**config.mk**
```make
export PLATFORM = sky130hd
export DESIGN_NAME = cla_pipelined_adder
export DESIGN_NICKNAME = d
export VERILOG_FILES = /design/src/rtl/cla_pkg.sv /design/src/rtl/cla_segment.sv /design/src/rtl/cla_pipelined_adder.sv
export SDC_FILE = /design/constraint.sdc
export NUM_CORES = 1
export LEC_CHECK = 0
export BUFFER_PORTS_ARGS = -buffer_cell sky130_fd_sc_hd__buf_2
export CORE_ASPECT_RATIO = 2
export CORE_UTILIZATION = 56
export DETAILED_ROUTE_END_ITERATION = 8
export PLACE_DENSITY = 0.88
export RECOVER_POWER = 25
export SLEW_MARGIN = 25
export SYNTH_ARGS = -nofsm -noshare
export SYNTH_HDL_FRONTEND = slang
export SYNTH_HIERARCHICAL = 1
export SYNTH_SLANG_ARGS = --single-unit
export TNS_END_PERCENT = 1
```
**constraint.sdc**
```tcl
create_clock -name clk -period 3.46 [get_ports clk]
set_clock_uncertainty 0.2 [all_clocks]
set_input_delay 0.173 -clock clk [delete_from_list [all_inputs] [get_ports clk]]
set_output_delay 0.173 -clock clk [all_outputs]
set_load 0.005 [all_outputs]
```
**src/rtl/cla_pkg.sv**
```systemverilog
// Shared definitions for the pipelined carry-lookahead adder family.
// Opcode encodings, stage-count helper and configuration legality check.
package cla_pkg;

    localparam logic OP_ADD = 1'b0;
    localparam logic OP_SUB = 1'b1;

    function automatic int unsigned nseg(input int unsigned width, input int unsigned seg_width);
        return (seg_width == 0) ? 1 : width / seg_width;
    endfunction

    // Segments are built from 4-bit CLA groups and must tile the operand exactly.
    function automatic bit cfg_ok(input int unsigned width, input int unsigned seg_width);
        return (seg_width != 0) && (seg_width % 4 == 0) &&
               (width >= seg_width) && (width % seg_width == 0);
    endfunction

endpackage

```
**src/rtl/cla_segment.sv**
```systemverilog
// Combinational SEG_WIDTH-bit carry-lookahead adder: 4-bit CLA groups whose
// group generate/propagate feed a single lookahead carry unit.
module cla_segment #(
    parameter int unsigned SEG_WIDTH = 16
) (
    input  logic [SEG_WIDTH-1:0] a,
    input  logic [SEG_WIDTH-1:0] b,
    input  logic                 c_in,
    output logic [SEG_WIDTH-1:0] s,
    output logic                 c_out
);

    localparam int unsigned NGRP = SEG_WIDTH / 4;

    logic [SEG_WIDTH-1:0] p, g, c;
    logic [NGRP-1:0]      gp, gg;
    logic [NGRP:0]        gc;
    logic                 pp;

    always_comb begin
        p  = a ^ b;
        g  = a & b;
        gp = '0;
        gg = '0;
        gc = '0;
        c  = '0;
        pp = 1'b0;

        for (int unsigned j = 0; j < NGRP; j++) begin
            gp[j] = &p[4*j +: 4];
            gg[j] = g[4*j+3] | (p[4*j+3] & g[4*j+2]) | (p[4*j+3] & p[4*j+2] & g[4*j+1]) |
                    ((&p[4*j+1 +: 3]) & g[4*j]);
        end

        // Lookahead unit: each group carry is a flat sum of products, not a ripple.
        gc[0] = c_in;
        for (int unsigned j = 0; j < NGRP; j++) begin
            gc[j+1] = gg[j];
            pp      = gp[j];
            for (int unsigned i = 0; i < j; i++) begin
                gc[j+1] = gc[j+1] | (pp & gg[j-1-i]);
                pp      = pp & gp[j-1-i];
            end
            gc[j+1] = gc[j+1] | (pp & c_in);
        end

        for (int unsigned j = 0; j < NGRP; j++) begin
            c[4*j]   = gc[j];
            c[4*j+1] = g[4*j] | (p[4*j] & gc[j]);
            c[4*j+2] = g[4*j+1] | (p[4*j+1] & g[4*j]) | (p[4*j+1] & p[4*j] & gc[j]);
            c[4*j+3] = g[4*j+2] | (p[4*j+2] & g[4*j+1]) | (p[4*j+2] & p[4*j+1] & g[4*j]) |
                       (p[4*j+2] & p[4*j+1] & p[4*j] & gc[j]);
        end

        s     = p ^ c;
        c_out = gc[NGRP];
    end

endmodule

```
**src/rtl/cla_pipelined_adder.sv**
```systemverilog
// Pipelined CLA adder/subtractor: one SEG_WIDTH segment resolved per stage,
// carry registered between stages, valid/ready flow control with bubble collapse.
module cla_pipelined_adder
    import cla_pkg::*;
#(
    parameter int unsigned WIDTH     = 32,
    parameter int unsigned SEG_WIDTH = 16
) (
    input  logic             clk,
    input  logic             rst,
    input  logic             in_valid,
    output logic             in_ready,
    input  logic [WIDTH-1:0] in1,
    input  logic [WIDTH-1:0] in2,
    input  logic             c_in,
    input  logic             sub,
    output logic             out_valid,
    input  logic             out_ready,
    output logic [WIDTH-1:0] sum,
    output logic             c_out,
    output logic             ovf,
    output logic             zero
);

    localparam int unsigned NSEG = nseg(WIDTH, SEG_WIDTH);
    localparam int unsigned LAST = NSEG - 1;

    if (!cfg_ok(WIDTH, SEG_WIDTH)) begin : g_cfg_check
        $error("cla_pipelined_adder: WIDTH must be a multiple of SEG_WIDTH, SEG_WIDTH a multiple of 4");
    end

    logic [WIDTH-1:0] b_eff;
    logic             c_eff;

    assign b_eff = (sub == OP_ADD) ? in2 : ~in2;
    assign c_eff = (sub == OP_SUB) ? 1'b1 : c_in;

    for (genvar k = 0; k < NSEG; k++) begin : g_stage
        logic             v_q, v_d, c_q, c_d, am_q, am_d, en;
        logic             src_v, src_c, src_am, seg_co;
        logic [WIDTH-1:0] acc_q, acc_d, b_q, b_d, src_acc, src_b;
        logic [SEG_WIDTH-1:0] seg_sum;

        // acc carries finished sum segments below k and untouched A bits above.
        if (k == 0) begin : g_src
            assign src_v   = in_valid;
            assign src_acc = in1;
            assign src_b   = b_eff;
            assign src_c   = c_eff;
            assign src_am  = in1[WIDTH-1];
        end else begin : g_src
            assign src_v   = g_stage[k-1].v_q;
            assign src_acc = g_stage[k-1].acc_q;
            assign src_b   = g_stage[k-1].b_q;
            assign src_c   = g_stage[k-1].c_q;
            assign src_am  = g_stage[k-1].am_q;
        end

        if (k == LAST) begin : g_en
            assign en = ~v_q | out_ready;
        end else begin : g_en
            assign en = ~v_q | g_stage[k+1].en;
        end

        cla_segment #(.SEG_WIDTH(SEG_WIDTH)) u_seg (
            .a     (src_acc[k*SEG_WIDTH +: SEG_WIDTH]),
            .b     (src_b[k*SEG_WIDTH +: SEG_WIDTH]),
            .c_in  (src_c),
            .s     (seg_sum),
            .c_out (seg_co)
        );

        always_comb begin
            v_d   = v_q;
            acc_d = acc_q;
            b_d   = b_q;
            c_d   = c_q;
            am_d  = am_q;
            if (en) begin
                v_d = src_v;
                if (src_v) begin
                    acc_d = src_acc;
                    acc_d[k*SEG_WIDTH +: SEG_WIDTH] = seg_sum;
                    b_d   = src_b;
                    c_d   = seg_co;
                    am_d  = src_am;
                end
            end
        end

        always_ff @(posedge clk) begin
            if (rst) begin
                v_q   <= 1'b0;
                acc_q <= '0;
                b_q   <= '0;
                c_q   <= 1'b0;
                am_q  <= 1'b0;
            end else begin
                v_q   <= v_d;
                acc_q <= acc_d;
                b_q   <= b_d;
                c_q   <= c_d;
                am_q  <= am_d;
            end
        end
    end

    assign in_ready  = g_stage[0].en;
    assign out_valid = g_stage[LAST].v_q;
    assign sum       = g_stage[LAST].acc_q;
    assign c_out     = g_stage[LAST].c_q;
    assign ovf       = (g_stage[LAST].am_q == g_stage[LAST].b_q[WIDTH-1]) &
                       (g_stage[LAST].acc_q[WIDTH-1] != g_stage[LAST].am_q);
    // Qualified by valid so the flag reads 0 out of reset, like the other outputs.
    assign zero      = g_stage[LAST].v_q & ~|g_stage[LAST].acc_q;

endmodule

```
==> Word level (Yosys, flattened, before mapping) <==
Index checks and enable logic that the tools add are counted.
{ "classes": {"n_eq_ne": 2, "n_reduce_logical": 20, "n_bitwise": 241, "muxes": 2} }
{ "op_table": {"columns": ["op", "n"], "rows": [
  ["$and A1 B1 Y1", 138],
  ["$or A1 B1 Y1", 94],
  ["$xor A16 B16 Y16", 4],
  ["$and A16 B16 Y16", 2],
  ["$mux W32", 1],
  ["$not A32 Y32", 1],
  ["$reduce_and A4 Y1", 8],
  ["$reduce_or A32 Y1", 1],
  ["$reduce_and A3 Y1", 8],
  ["$reduce_and A2 Y1", 2],
  ["$not A1 Y1", 2],
  ["$eq A1 B1 Y1", 1],
  ["$logic_not A1 Y1", 1],
  ["$mux W1", 1],
  ["$ne A1 B1 Y1", 1]
]} }
{ "word_totals": {"out_inout_bits": 37, "in_bits": 70, "regBits": 134, "wordCells": 275} }

==> Depth between registers and ports, before layout <==
Gate-level depths: netlist (run 1).
{ "logic_depth": {"depth_word": 14, "mapped_depth": 14, "ltp_nobuf": 11} }

==> By module <==
Netlist (run 1), hierarchy kept.
{ "modules_own_cells": {"columns": ["mod", "n_inst", "seq_area_each_um2", "cells_per_inst", "area_per_inst_um2"], "rows": [
  ["cla_pipelined_adder", 1, 1721.7, 426, 3773.6],
  ["cla_segment", 2, 0.0, 89, 762.0]
]} }

==> Least setup slack after synthesis (run 1) <==
OpenSTA, ideal clock, no wires.
{ "synth_timing": {"path_kind": "input port to flip-flop", "startpoint": "input port sub", "endpoint": "register g_stage[0].acc_q[9]", "t_required_ps": 3128, "setup_ps": 132, "t_arrival_ps": 2585, "path_slack_ps": 543, "path_buffers": 3, "path_stages": 12, "path_cell_list": "buf_4 -> buf_2 -> buf_4 -> xor2_1 -> ha_1 -> a21o_1 -> a31o_4 -> or2_2 -> fa_1 -> xor2_1 -> nand3_1 -> a21oi_1"} }
{ "synth_between": {"elab_cells_between_ends": 30, "classes_between": "mux: 2; bitwise: 24; reduce/logical: 4"} }
{ "synth_rtl": {"columns": ["item", "line", "rtl"], "rows": [
  ["start: declaration", "cla_pipelined_adder.sv:16", "input logic sub,"],
  ["$mux W32 *", "cla_pipelined_adder.sv:35", "assign b_eff = (sub == OP_ADD) ? in2 : ~in2;"],
  ["named net b_eff[5]", "cla_pipelined_adder.sv:32", "logic [WIDTH-1:0] b_eff;"],
  ["$xor A16 B16 Y16 / $and A16 B16 Y16 (equally long branches)", "cla_segment.sv:21, cla_segment.sv:22", null],
  ["$reduce_and A3 Y1 / $and A1 B1 Y1 (equally long branches)", "cla_segment.sv:32, cla_segment.sv:31", null],
  ["$and A1 B1 Y1 / $or A1 B1 Y1 (equally long branches)", "cla_segment.sv:32, cla_segment.sv:31", null],
  ["$or A1 B1 Y1", "cla_segment.sv:31", "gg[j] = g[4*j+3] | (p[4*j+3] & g[4*j+2]) | (p[4*j+3] & p[4*j+2] & g[4*j+1]) |"],
  ["$or A1 B1 Y1", "cla_segment.sv:41", "gc[j+1] = gc[j+1] | (pp & gg[j-1-i]);"],
  ["$or A1 B1 Y1 *", "cla_segment.sv:44", "gc[j+1] = gc[j+1] | (pp & c_in);"],
  ["$and A1 B1 Y1 *", "cla_segment.sv:49", "c[4*j+1] = g[4*j] | (p[4*j] & gc[j]);"],
  ["$or A1 B1 Y1 *", "cla_segment.sv:49", null],
  ["$xor A16 B16 Y16 *", "cla_segment.sv:55", "s = p ^ c;"],
  ["named net g_stage[0].seg_sum[9]", "cla_pipelined_adder.sv:42", "logic [SEG_WIDTH-1:0] seg_sum;"],
  ["end signal: assignment", "cla_pipelined_adder.sv:94", "acc_q <= '0;"],
  ["end signal: assignment", "cla_pipelined_adder.sv:100", "acc_q <= acc_d;"],
  ["end: declaration", "cla_pipelined_adder.sv:41", "logic [WIDTH-1:0] acc_q, acc_d, b_q, b_d, src_acc, src_b;"]
]} }
Mark *: on every way through the listed nets, which the timed path passes. The rest lies on a longest branch.
A chain may end at the register's enable or synchronous reset.

==> Worst setup path after layout (run 1) <==
{ "layout_timing": {"startpoint": "input port sub", "endpoint": "register g_stage[0].acc_q[13]"} }
{ "layout_between": {"elab_chain_len": 13, "elab_cells_between_ends": 42, "classes_between": "mux: 2; bitwise: 34; reduce/logical: 6"} }
{ "layout_lines": {"columns": ["item", "line"], "rows": [
  ["$mux W32 *", "cla_pipelined_adder.sv:35"],
  ["named net b_eff[6]", "cla_pipelined_adder.sv:32"],
  ["$and A16 B16 Y16 / $xor A16 B16 Y16 (equally long branches)", "cla_segment.sv:22, cla_segment.sv:21"],
  ["$and A1 B1 Y1", "cla_segment.sv:31"],
  ["$or A1 B1 Y1 / $and A1 B1 Y1 (equally long branches)", "cla_segment.sv:31"],
  ["$or A1 B1 Y1 (2 in series)", "cla_segment.sv:31"],
  ["$and A1 B1 Y1", "cla_segment.sv:41"],
  ["$or A1 B1 Y1 (2 in series)", "cla_segment.sv:41"],
  ["$or A1 B1 Y1 *", "cla_segment.sv:44"],
  ["$and A1 B1 Y1 *", "cla_segment.sv:49"],
  ["$or A1 B1 Y1 *", "cla_segment.sv:49"],
  ["$xor A16 B16 Y16 *", "cla_segment.sv:55"],
  ["named net g_stage[0].seg_sum[13]", "cla_pipelined_adder.sv:42"]
]} }
Marked as above.

==> qor.yml, run 1 <==
status:
  status: "finished with violations"
  violations: "DRC, hold timing"
setup_path:
  critPathKind: "primary input to flop"
  cp.arrival_ns: 2.96
  cp_max_fo: 15
  end_kind: "flop"
  reg2reg_slack_ns: 0.62
  critPathLaunchType: "primary input"
  worst_ep_required_time_ns: 3.52
global_route:
  grt_max_degree: 87
  grt_pass1_wl_microns: 25100
  grt_usage_pct: 32.8
  grtUsageMet2_pct: 58.3
  grt_remaining_overflow: 0
  antenna_found_initial: 0
  top_usage_layer: "met2"
  met3_usage_pct: 6.37
  grt_pass1_vias: 5269
  met1_usage_pct: 32.0
drt:
  first_iter_violations: 589
  via_count: 5278
  detail_route.wl_per_cell_microns: 19.2
  drc: 14
  drt-pass1-iter-count: 8
  wirelength_microns: 15600
  viasPerCell: 6.47
  drtAntennaViolNets: 0
synthesis:
  syn_area_sq_um: 5300
  synth_area_leaders: "dfxtp_1 32%, a21oi_1 9.0%, ha_1 7.6%"
  ys_ff_latch: 86
  ys_types: 55
  synth-warning-count: 6
  syn_inst: 604
  synth_commonest_cells: "95 x a21oi_1, 86 x dfxtp_1, 70 x nand3_1, 70 x o21ai_0, 32 x ha_1"
  synth.avg_cell_area_sq_um: 8.77
  synth_edf_count: 0
  yosysTopAreaCell: "dfxtp_1"
  synth-seq-area-share_pct: 32.5
  yosys.cell_count.top_type: "a21oi_1"
  synth_top_area_share_pct: 32.5
  synthFlopType: "dfxtp_1"
  async_reset_ff_share_pct: 0
  synth_fp_nets: 714
timing:
  max_slew_margin_pct: 32.9
  slew_viol_final: 0
  worst_slack_ns: 0.554
  rsz0062_at_grt: "false"
  hold_viol_final: 1
  finalSetupTns_ns: 0
  setup_viol: 0
  min_period_over_period_pct: 84.0
  fin_crit_ns: 2.91
  whs_ns: -0.0149
  max_freq_mhz: 344
  worst_slew_pin_slew_ns: 1.00
placed_design:
  pre_cts_ws_ns: 0.314
  dp.cells: 772
  port_buffers: 106
  place_area_sq_um: 5760
  gp_congestion: 0.927
  hpwl_microns: 10600
final_layout:
  area_growth_pct: 19.0
  drive_gt1_share_pct: 23.7
  final_nets: 819
  fill_cells: 698
  utilization_pct: 69.5
  final_cells: 816
  antennaDiodeCount: 0
  fin_area_sq_um: 6300
floorplanning:
  coreArea_sq_um: 9070
  dieArea_sq_um: 9880
  die_width_microns: 70.8
  start_util_pct: 58.4
  row_count: 49
  die_h_microns: 140
  ios: 107
clock_network:
  cts_buffer_depth: 2
  clk_pin_slew_ns: 0.07
  clkSinkCount: 86
  cts_resized: 0
  postCtsHoldBufs: 28
  root_buffer: "clkbuf_16"
  cts_tree: "yes"
  insertion_delay_ns: 0.36
  htreeDepth: 3
  post_cts_buffers: 0
  cts_buffers: 9
min_path:
  hold_class: "primary input to flop"
power:
  powerDensity_nw_per_um2: 435
  total_power_mw: 2.74
  p_leak_nw: 2.58
  ir_worst_vdd_v: 0.000298
flow_run:
  maxCapViolCount: 0
## path summary, 6_finish.rpt
check,depth (start not counted),end,start
setup / recovery,13,g_stage[0].acc_q[13]$_SDFFE_PP0P_,sub
hold / removal,3,g_stage[0].b_q[19]$_SDFFE_PP0P_,in2[19]
setup reg to reg,10,sum[29]$_SDFFE_PP0P_,g_stage[0].b_q[18]$_SDFFE_PP0P_
hold reg to reg,2,c_out$_SDFFE_PP0P_,c_out$_SDFFE_PP0P_
## worst max-delay path, cell delays in order
cell and delay [ns]:
buf_2 0.33, buf_4 0.25, xor2_1 0.18, ha_1 0.32
and3_2 0.26, nand2_1 0.06, a21oi_1 0.09, o21ai_0 0.28
nand2_1 0.11, fa_1 0.39, xor2_1 0.17, nand3_1 0.09
a21oi_1 0.25
## kinds of logic after synthesis
logic type	after synthesis	share of synthesized area, %
AOI/OAI and AO/OA	239	28.5
xor gates and xnor gates	50	8.27
adders and majority gates	40	10.6
buffers and inverters	54	5.34
DFF	86	32.5
muxes	2	0.425
and+or+nand+nor	133	14.4
## routing by layer
| layer | vias to the layer above | wire length (microns) |
|---|---|---|
| met4 | 0 | 1290 |
| met5 | - | 0 |
| met1 | 2465 | 5360 |
| met3 | 96 | 825 |
| met2 | 287 | 8160 |
| li1 | 2430 | - |
## report_power, final
part	internal, mW	switching, mW	leakage (nW)
Clock	0.494	0.431	0.133
Combinational	0.309	0.391	1.74
Sequential	1.06	0.0574	0.705
## state kept, by name, summed over array words and instances, names as in the netlist
register	flops
g_stage.b_q	17
g_stage.acc_q	31
g_stage.c_q	1
sum	32
out_valid	1
c_out	1
g_stage.v_q	1
g_stage.am_q	2
## layout by cell type (no fill, tap or decap), drive strengths merged, types with 4 or more instances in the layout
cell | synthesis | final
a21oi | 112 | 112
buf | 27 | 100
dfxtp | 86 | 86
o21ai | 75 | 75
nand3 | 70 | 70
ha | 32 | 32
dlygate4sd3 | 0 | 28
xor2 | 26 | 26
xnor2 | 24 | 24
clkbuf | 20 | 22
a211oi | 20 | 20
nor2 | 14 | 14
nor4 | 10 | 10
inv | 6 | 9
fa | 8 | 8
o21a | 6 | 6
a21o | 6 | 6
nand2 | 6 | 6
nor4b | 5 | 5
nand4 | 4 | 4
and3 | 4 | 4
a31o | 4 | 4
and4 | 4 | 4
o31a | 4 | 4
## cell type report
| class | instances | area [sq um] | share of cell area, % |
|---|---|---|---|
| inverters | 7 | 31.3 | 0.496 |
| flip-flops and latches | 86 | 1720 | 27.3 |
| clock buffers | 9 | 225 | 3.57 |
| clock inverters | 7 | 55.1 | 0.874 |
| multi-input cells | 464 | 3290 | 52.3 |
| well taps | 102 | 128 | 2.03 |
| repair buffers | 141 | 847 | 13.4 |
(Power assumes the default switching activity.)
==> inputs of run 2 (changes only) <==
- ABC_AREA: default -> 1
- CORE_UTILIZATION: 56 -> 50
- PLACE_DENSITY: 0.88 -> 0.84
- clock period: 3.46 -> 2.5 ns (I/O delays scaled with it)
==> run 2 against run 1 <==
Compared with the run above:
- the flow now finishes without violations
- critical path depth is 3 lower
- count of clock-buffer cells in the layout is 1 higher
- routed wire length is 28% lower
- via count is 12% lower
- worst setup slack worse by 0.40 ns
- final area is 1.9% lower
- combinational power is 32% higher
- core utilization is 5.7 points lower
- largest power group unchanged
- critical endpoint is now sum[29]$_SDFFE_PP0P_
- clock power is 48% higher
- synthesized area is 6.4% lower
==> qor.yml, run 2 <==
final_layout:
  drive_gt1_share_pct: 17.4  # was 23.7%
  fin_area_sq_um: 6180  # was 6300 sq um
  final_cell_mix: "182 x nor2_1, 88 x nand2_1, 88 x buf_2"  # was 95 x a21oi_1, 93 x buf_2, 86 x dfxtp_1
  antennaDiodeCount: 0  # unchanged
  area_growth_pct: 24.7  # was 19.0%
  utilization_pct: 63.8  # was 69.5%
  final_nets: 921  # was 819
  layout_commonest_cell: "nor2_1"  # was a21oi_1
  largest_register_ffs: 32  # unchanged
setup_path:
  slowest_stage: "fa_1"  # unchanged
  worst_ep_required_time_ns: 2.52  # was 3.52 ns
  cp.arrival_ns: 2.36  # was 2.96 ns
  worstRegToRegCells: 10  # unchanged
  crit_top_cell: "nand2_2"
  path_depth: 10  # was 13
  cp_max_fo: 5  # was 15
  crit_path_max_incr_delay_ns: 0.39  # about the same
  reg2reg_slack_ns: 0.15  # was 0.62 ns
  critPathLaunchType: "flop"  # was primary input
  r2r_start: "g_stage[0].acc_q[17]$_SDFFE_PP0P_"  # was g_stage[0].b_q[18]$_SDFFE_PP0P_
  cp_cell_sequence: "ha_1, or2_0, nand3b_1, nand2_2, nand2_1, nand2_2, fa_1, xor2_1, o21ai_0, a21oi_1"  # was buf_2, buf_4, xor2_1, ha_1, and3_2, nand2_1, a21oi_1, o21ai_0, nand2_1, fa_1, xor2_1, nand3_1, a21oi_1
  worst-path-buf-inv: 0  # was 2
  r2r_end: "sum[29]$_SDFFE_PP0P_"  # unchanged
  crit_family: "adder cells"  # unchanged
  end_kind: "flop"  # unchanged
  critPathKind: "flop to flop"  # was primary input to flop
power:
  swShare_pct: 28.6  # was 32.0%
  total_power_mw: 3.87  # was 2.74 mW
  p_seq_share_pct: 40.6  # was 40.8%
  p_int_mw: 2.76  # was 1.87 mW
  p_leak_nw: 3.09  # was 2.58 nW
  p_clk_share_pct: 35.5  # was 33.7%
  p_comb_share_pct: 23.9  # was 25.5%
  ir_worst_vdd_v: 0.000380  # was 0.000298 V
  p_switching_mw: 1.11  # was 0.879 mW
  powerDensity_nw_per_um2: 626  # was 435 nW/um^2
timing:
  min_period_over_period_pct: 93.8
  finalSetupTns_ns: 0  # unchanged
  worst_slew_pin_slew_ns: 0.937  # was 1.00 ns
  slew_viol_final: 0  # unchanged
  rsz0062_at_grt: "false"  # unchanged
  fin_crit_ns: 2.35
  max_freq_mhz: 426
  whs_ns: 0.0152  # was -0.0149 ns
  hold_viol_final: 0  # was 1
  setup_viol: 0  # unchanged
  max_slew_margin_pct: 37.5  # was 32.9%
synthesis:
  synthFlopType: "dfxtp_1"  # unchanged
  synth_fp_nets: 793  # was 714
  synth_top_area_share_pct: 34.7  # was 32.5%
  synth_commonest_cells: "182 x nor2_1, 88 x nand2_1, 86 x dfxtp_1"  # was 95 x a21oi_1, 86 x dfxtp_1, 70 x nand3_1, 70 x o21ai_0, 32 x ha_1
  synth-warning-count: 6  # unchanged
  synth_area_leaders: "dfxtp_1 35%, nor2_1 14%, ha_1 8.1%"  # was dfxtp_1 32%, a21oi_1 9.0%, ha_1 7.6%
  syn_area_sq_um: 4960  # was 5300 sq um
  synth_edf_count: 0  # unchanged
  yosys.cell_count.top_type: "nor2_1"  # was a21oi_1
  synth-seq-area-share_pct: 34.7  # was 32.5%
  synth.avg_cell_area_sq_um: 7.26  # was 8.77 sq um
  yosysTopAreaCell: "dfxtp_1"  # unchanged
  async_reset_ff_share_pct: 0  # unchanged
  syn_inst: 683  # was 604
  ys_ff_latch: 86  # unchanged
  ys_types: 33  # was 55
status:
  status: "complete, no violations"  # was finished with violations
clock_network:
  insertion_delay_ns: 0.33  # was 0.36 ns
  htreeDepth: 3  # unchanged
  cts_buffer_depth: 2  # unchanged
  cts_tree: "yes"  # unchanged
  post_cts_buffers: 0  # unchanged
  clkSinkCount: 86  # unchanged
  cts_buffers: 9  # unchanged
  root_buffer: "clkbuf_16"  # unchanged
  clk_pin_slew_ns: 0.06  # was 0.07 ns
floorplanning:
  dieArea_sq_um: 10300  # was 9880 sq um
  row_count: 51  # was 49
  ios: 107  # unchanged
  die_h_microns: 143  # was 140 microns
  start_util_pct: 51.1  # was 58.4%
  die_width_microns: 72.4  # was 70.8 microns
  coreArea_sq_um: 9700  # was 9070 sq um
drt:
  drtAntennaViolNets: 0  # unchanged
  drc: 0  # was 14
  first_iter_violations: 252  # was 589
  wirelength_microns: 11200  # was 15600 microns
  detail_route.wl_per_cell_microns: 11.8  # was 19.2 microns
  viasPerCell: 4.92  # was 6.47
  via_count: 4656  # was 5278
  drt-pass1-iter-count: 5  # was 8
global_route:
  antenna_found_initial: 0  # unchanged
  grt_pass1_vias: 4297  # was 5269
  grt_remaining_overflow: 0  # unchanged
  grt_usage_pct: 22.4  # was 32.8%
  grt_pass1_wl_microns: 18500  # was 25100 microns
  grt_max_degree: 51  # was 87
min_path:
  worstHoldPathCells: 4  # was 3
  hold_class: "primary input to flop"  # unchanged
  min_to: "g_stage[0].b_q[29]$_SDFFE_PP0P_"  # was g_stage[0].b_q[19]$_SDFFE_PP0P_
  min_from: "in2[29]"  # was in2[19]
placed_design:
  place_area_sq_um: 5580  # was 5760 sq um
  hpwl_microns: 8100  # was 10600 microns
  gp_congestion: 0.914  # was 0.927
  port_buffers: 106  # unchanged
flow_run:
  maxCapViolCount: 0  # unchanged
run 2: power by group through the flow:
| stage | Sequential (mW) | Clock (mW) | Combinational (mW) |
|---|---|---|---|
| 2_1_floorplan | 1.59 | 0 | 0.634 |
| 3_3_place_gp | 1.60 | 0 | 0.854 |
| 3_5_place_dp | 1.60 | 0 | 0.882 |
| 4_1_cts | 1.57 | 1.38 | 0.928 |
| 5_1_grt | 1.59 | 1.45 | 1.06 |
| 6_report | 1.57 | 1.37 | 0.926 |
run 2: tightest hold or removal path: stages:
cell and delay, ns:
buf_2 0.09, xor2_1 0.05, o21ai_0 0.19, nor2_1 0.05
run 2: area by class of cell:
type,instances,area [sq um]
Sequential cell,86,1720
Clock inverter,5,75.1
Clock buffer,10,229
Multi-Input combinational cell,522,2900
Tap cell,132,165
Inverter,45,169
Fill cell,862,3520
Timing Repair Buffer,147,921
run 2: how the worst max path moves through the flow:
| stage | start | endpoint | slack, ns |
|---|---|---|---|
| finish | g_stage[0].acc_q[17]$_SDFFE_PP0P_ | sum[29]$_SDFFE_PP0P_ | 0.15 |
| global route | g_stage[0].acc_q[17]$_SDFFE_PP0P_ | sum[29]$_SDFFE_PP0P_ | 0.02 |
| CTS | g_stage[0].acc_q[17]$_SDFFE_PP0P_ | sum[29]$_SDFFE_PP0P_ | 0.16 |
| detailed placement | sub | g_stage[0].acc_q[12]$_SDFFE_PP0P_ | -0.009 |
| global placement | sub | g_stage[0].acc_q[12]$_SDFFE_PP0P_ | 0.06 |
| floorplan | sub | g_stage[0].acc_q[12]$_SDFFE_PP0P_ | 0.03 |
run 2: per-layer routing:
metal | track usage (%) | share of wire, %
met1 | 25.2 | 41
met2 | 41.3 | 53
met3 | 3.46 | 4.4
met4 | 8.05 | 1.9
met5 | 0 | 0
run 2: cells by family after synthesis:
kind of cell	after synthesis	synth area share, %
compound gates	117	12.4
buf+inv	75	6.91
xor+xnor	46	8.13
flops	86	34.7
simple gates	319	26.6
fa+ha+maj	40	11.3
run 2: stage by stage:
stage	std cells	setup slack, ns
6_report	947	0.154
5_1_grt	947	0.0151
4_1_cts	947	0.161
3_5_place_dp	900	-0.00879
3_3_place_gp	900	0.0637
2_1_floorplan	683	0.0261
run 2: timing repair:
item                                    in CTS  in global routing
endpoints found under the setup margin       0                  1
hold buffers                                32                  0
endpoints found under the hold margin       31                  0
resized for setup                            0                  1
